<file path="src/rtl/ifetch_bridge.sv">
// ifetch_bridge: instruction fetch engine between the IF stage and a
// 64-bit instruction memory bus. Issues one doubleword-aligned read at a
// time, selects the 32-bit word addressed by pc[2], holds it until the IF
// stage consumes it, and discards data made stale by a redirect.
//
// Ports:
//   clk, rst          clock and synchronous active-high reset
//   pc                current fetch pc from the IF stage
//   jump_en           redirect; pc holds the jump target from the next cycle
//   hazard_stop       IF stage cannot accept an instruction this cycle
//   instr/instr_valid fetched instruction, held until consumed or redirected
//   ifetch_en         instruction consumed; IF stage advances pc
//   req_valid/ready   memory read request handshake, address on req_addr
//   rsp_valid/data    single-cycle in-order read response
//   fetch_err         sticky error: bus timeout or misaligned pc
module ifetch_bridge #(
    parameter int unsigned TIMEOUT = 256
) (
    input  logic        clk,
    input  logic        rst,
    input  logic [63:0] pc,
    input  logic        jump_en,
    input  logic        hazard_stop,
    output logic [31:0] instr,
    output logic        instr_valid,
    output logic        ifetch_en,
    output logic        req_valid,
    input  logic        req_ready,
    output logic [63:0] req_addr,
    input  logic        rsp_valid,
    input  logic [63:0] rsp_data,
    output logic        fetch_err
);

    localparam int unsigned CNT_W = (TIMEOUT > 1) ? $clog2(TIMEOUT) : 1;
    localparam logic [CNT_W-1:0] CNT_LAST = CNT_W'(TIMEOUT - 1);

    typedef enum logic [2:0] {
        IDLE,
        REQ,
        WAIT,
        HOLD,
        DROP,
        ERR
    } state_t;

    state_t            state;
    logic [63:2]       fetch_pc;
    logic              lock;
    logic              drop_pend;
    logic [CNT_W-1:0]  cnt;

    logic [63:2]       sel_pc;
    logic              misalign;
    logic              accept;
    logic              timeout;

    // Once a request is stalled the address is frozen, so jumps cannot
    // withdraw or alter it; only an unlocked pc is checked for alignment.
    assign sel_pc      = lock ? fetch_pc : pc[63:2];
    assign misalign    = !lock && (pc[1:0] != 2'b00);
    assign req_valid   = (state == REQ) && !misalign;
    assign req_addr    = (state == REQ) ? {sel_pc[63:3], 3'b000} : 64'h0;
    assign instr_valid = (state == HOLD);
    assign ifetch_en   = (state == HOLD) && !hazard_stop && !jump_en;
    assign fetch_err   = (state == ERR);
    assign accept      = req_valid && req_ready;
    assign timeout     = (cnt == CNT_LAST);

    // Fetch sequencing
    always_ff @(posedge clk) begin
        if (rst) begin
            state     <= IDLE;
            instr     <= 32'h0;
            fetch_pc  <= 62'h0;
            lock      <= 1'b0;
            drop_pend <= 1'b0;
            cnt       <= '0;
        end else begin
            case (state)
                IDLE: state <= REQ;

                REQ: begin
                    fetch_pc <= sel_pc;
                    if (misalign) begin
                        state <= ERR;
                    end else if (!accept) begin
                        lock <= 1'b1;
                        if (jump_en) drop_pend <= 1'b1;
                    end else begin
                        lock      <= 1'b0;
                        drop_pend <= 1'b0;
                        cnt       <= '0;
                        // A redirect seen while the request was pending makes
                        // its data stale; it still has to be drained.
                        state     <= (drop_pend || jump_en) ? DROP : WAIT;
                    end
                end

                WAIT: begin
                    cnt <= cnt + CNT_W'(1);
                    if (rsp_valid) begin
                        if (!jump_en) begin
                            instr <= fetch_pc[2] ? rsp_data[63:32] : rsp_data[31:0];
                            state <= HOLD;
                        end else begin
                            state <= REQ;
                        end
                    end else if (jump_en) begin
                        cnt   <= '0;
                        state <= DROP;
                    end else if (timeout) begin
                        state <= ERR;
                    end
                end

                HOLD: begin
                    if (jump_en || !hazard_stop) state <= REQ;
                end

                // Further redirects are ignored here: pc already tracks the
                // latest target and is sampled on return to REQ.
                DROP: begin
                    cnt <= cnt + CNT_W'(1);
                    if (rsp_valid)    state <= REQ;
                    else if (timeout) state <= ERR;
                end

                ERR: state <= ERR;

                default: state <= IDLE;
            endcase
        end
    end

endmodule

</file>
<file path="config.mk">
export PLATFORM = sky130hd
export DESIGN_NAME = ifetch_bridge
export DESIGN_NICKNAME = d
export VERILOG_FILES = /design/src/rtl/ifetch_bridge.sv
export SDC_FILE = /design/constraint.sdc
export NUM_CORES = 1
export LEC_CHECK = 0
export ABC_AREA = 1
export CORE_UTILIZATION = 35
export DETAILED_ROUTE_END_ITERATION = 16
export PLACE_DENSITY = 0.74
export SYNTH_ARGS = -nofsm -noshare
export SYNTH_HDL_FRONTEND = slang
export SYNTH_SLANG_ARGS = --single-unit
</file>
<file path="constraint.sdc">
create_clock -name clk -period 2.9 [get_ports clk]
set_input_delay 0.58 -clock clk [delete_from_list [all_inputs] [get_ports clk]]
set_output_delay 0.58 -clock clk [all_outputs]
set_load 0.005 [all_outputs]
</file>
==> run metrics <==
Total Wirelength=14700 microns; post-layout min period=2.70 ns; Final ANT Viol Nets=0; outcome=finished clean; Crit-path slowest cell=clkdlybuf4s50_1; row count=44; Antenna Cells=0; initial antenna violation count=0; CP Buf/Inv Count=3; worst hold stages=2; Max H-tree Level=3; Slew @ Worst Pin=0.906 ns; Core Box Area=14600 sq um; I/O pin count=234; Worst Skew=0.00616 ns; Worst Hold Class=flop to flop; Synth cell types=33; Worst-Skew Late Latency=0.35 ns; Slew HR=0.395; Die H=125 microns; vias in the first global route=4672; Total GRT Usage=0.186; Int Pwr=2790 uW; cts hold-fix bufs=0; most area-consuming cells after synthesis=dfxtp_1, nand2_1, a21oi_1; Sequential Power Share=0.423; Psw=1110 uW; final total power=3900 uW; setup bufs post-CTS=0; width of the die=125 microns; Max FO, Critical Path=36; gr ovfl total=0; DRC viols=0; clock power share=0.321; DR vias=5349; port bufs=230; Post-DP HPWL=10300 microns; Crit path depth=6; CP Capture Type=primary output; R2R Setup Slk=1.14 ns; R2R Path Start=lock; area leader, netlist=dfxtp_1; DR vias/cell=4.68; cells after synthesis=747; Setup violations, final=0; worst path required time=2.32 ns; maximum VDD drop=367 uV; layout cells sized above 1=0.0583; synth warn=0; Starting Density=0.360; CTS buffer count=9; placed inst area=7620 sq um; Final period util=0.930; worst reg-to-reg path cell count=7; cell family with most CP delay=buffers and inverters; DRT iter0 DRCs=175; critical path start-end classification=flop to primary output; Synth Register Bits=107; DR WL/cell=12.8 microns; crit path cell chain=nand2_2 > nor2_4 > inv_4 > buf_4 > a21oi_1 > clkdlybuf4s50_1; Worst Min Path Start=fetch_pc[11]; Hold Slack=0.463 ns; CP Launch Point=state[0]; root buffer cell=clkbuf_16; sw frac=0.284; unrepaired setup endpoints after global routing=no; critical path launch point type=flop; CTS tree=yes; drt pass-1 iters=4; Mapped Area=5260 sq um; Peak Freq=371 MHz; Sum Neg Setup Slack=0 ns; RD Place Congestion=0.847; Nets=1090; post_cts resized=0; Final Hold Viols=0; final max-slew violation count=0; R2R Path End=cnt[0]; CTS sink cnt=107; Comb power frac=0.257; Worst-path clk slew=0.08 ns; CP max stage delay=0.56 ns; global-route wire length before repair=23300 microns; P per Cell Area=492 nW/um^2; largest net degree at the start of global routing=71; leakage power=0.00303 uW; post-synth top area share=0.407; Area Overhead vs Synth=50.6%; Avg Cell Area, Syn=7.04 sq um; post-route cell area=7920 sq um; Die Footprint=15500 sq um; maxcap violations=0; Arr. time, crit path=2.12 ns; Max Buffers Root-to-Sink=2; post-synthesis sequential area ratio=0.407; Worst Hold End=fetch_pc[11]
## worst max-delay path by stage
| stage | to | slack (ns) |
|---|---|---|
| after floorplan | req_addr[10] | 1.33 |
| after global placement | req_valid | 0.41 |
| after detailed placement | req_valid | 0.40 |
| after CTS | req_addr[51] | 0.19 |
| after global routing | req_addr[62] | 0.05 |
| final | req_addr[51] | 0.20 |
## stage by stage
step                cells  worst slack (ns)  utilization
CTS                  1144             0.195        0.543
floorplan             749              1.33            -
global route         1144            0.0504        0.543
finish               1144             0.202        0.543
global placement     1128             0.406        0.522
detailed placement   1128             0.404        0.522
## cell usage after synthesis, drive strengths merged
master / count
a31oi: 1
o21ai: 37
xnor2: 1
inv: 85
mux2i: 32
nand2: 220
a211oi: 1
o211ai: 1
ha: 1
dfxtp: 107
nor2: 21
and2: 1
clkbuf: 16
a21oi: 164
nand3: 21
buf: 34
nor3: 1
conb: 1
xor2: 1
nand3b: 1
## power groups by stage
stage	logic, uW	clock network [uW]	registers, uW
6_report	1000	1250	1650
5_1_grt	1100	1360	1660
4_1_cts	1010	1290	1650
3_5_place_dp	1010	0	1680
3_3_place_gp	998	0	1680
2_1_floorplan	544	0	1650
## worst reg2reg max path, delay by kind of cell (launching register included)
| kind | cells | cell delay, ns |
|---|---|---|
| flops | 1 | 0.49 |
| compound gates | 2 | 0.27 |
| buf+inv | 2 | 0.31 |
| simple gates | 3 | 0.58 |
## cells in the final DEF, fill, tap and decap left out
cell type        instances
nand2_2                  3
nand3_1                 19
nor2_1                  20
clkdlybuf4s50_1        229
o211ai_1                 1
nor3_1                   1
ha_1                     1
nand2_4                  1
dfxtp_2                  2
xnor2_1                  1
o21ai_0                 28
o21ai_1                  8
clkbuf_16                9
nand2_1                216
a31oi_1                  1
xor2_1                   1
bufinv_16                1
inv_1                   78
inv_4                    2
buf_2                    1
nand3_2                  2
conb_1                   3
and2_2                   1
o21ai_2                  1
buf_12                   2
a211oi_1                 1
a21oi_2                  5
inv_2                    5
nand3b_1                 1
mux2i_1                 32
clkinvlp_4               2
a21oi_1                158
clkinv_2                 1
clkinv_4                 1
a21oi_4                  1
buf_4                   13
inv_6                    2
nor2_4                   1
dfxtp_1                105
## area by class of cell
class | count | area, sq um
well taps | 184 | 230
repair buffers | 245 | 2430
inverters | 85 | 324
fillers | 1413 | 6670
clock inverters | 7 | 76.3
flip-flops and latches | 107 | 2140
multi-input cells | 507 | 2480
clock buffers | 9 | 225
## per-layer routing
metal / global-route usage / part of all wire / vias to the layer above
li1: - / - / 2807
met1: 0.228 / 0.45 / 2382
met2: 0.304 / 0.47 / 149
met3: 0.0722 / 0.075 / 11
met4: 0.0432 / 0.011 / 0
met5: 0 / 0 / -
## sequential cells by signal (all words and copies together), names as in the netlist
signal	flops
state	3
instr	32
drop_pend	1
cnt	8
lock	1
fetch_pc	62
## logic make-up after synthesis
logic type,count (synthesis),share of synthesized area
simple gates,265,0.202
compound gates,204,0.202
buf+inv,135,0.121
flops,107,0.407
mux,32,0.0609
xor+xnor,2,0.00333
fa+ha+maj,1,0.00238
other cells,1,0.000713
Note: power is estimated with default switching activity, not from simulation.
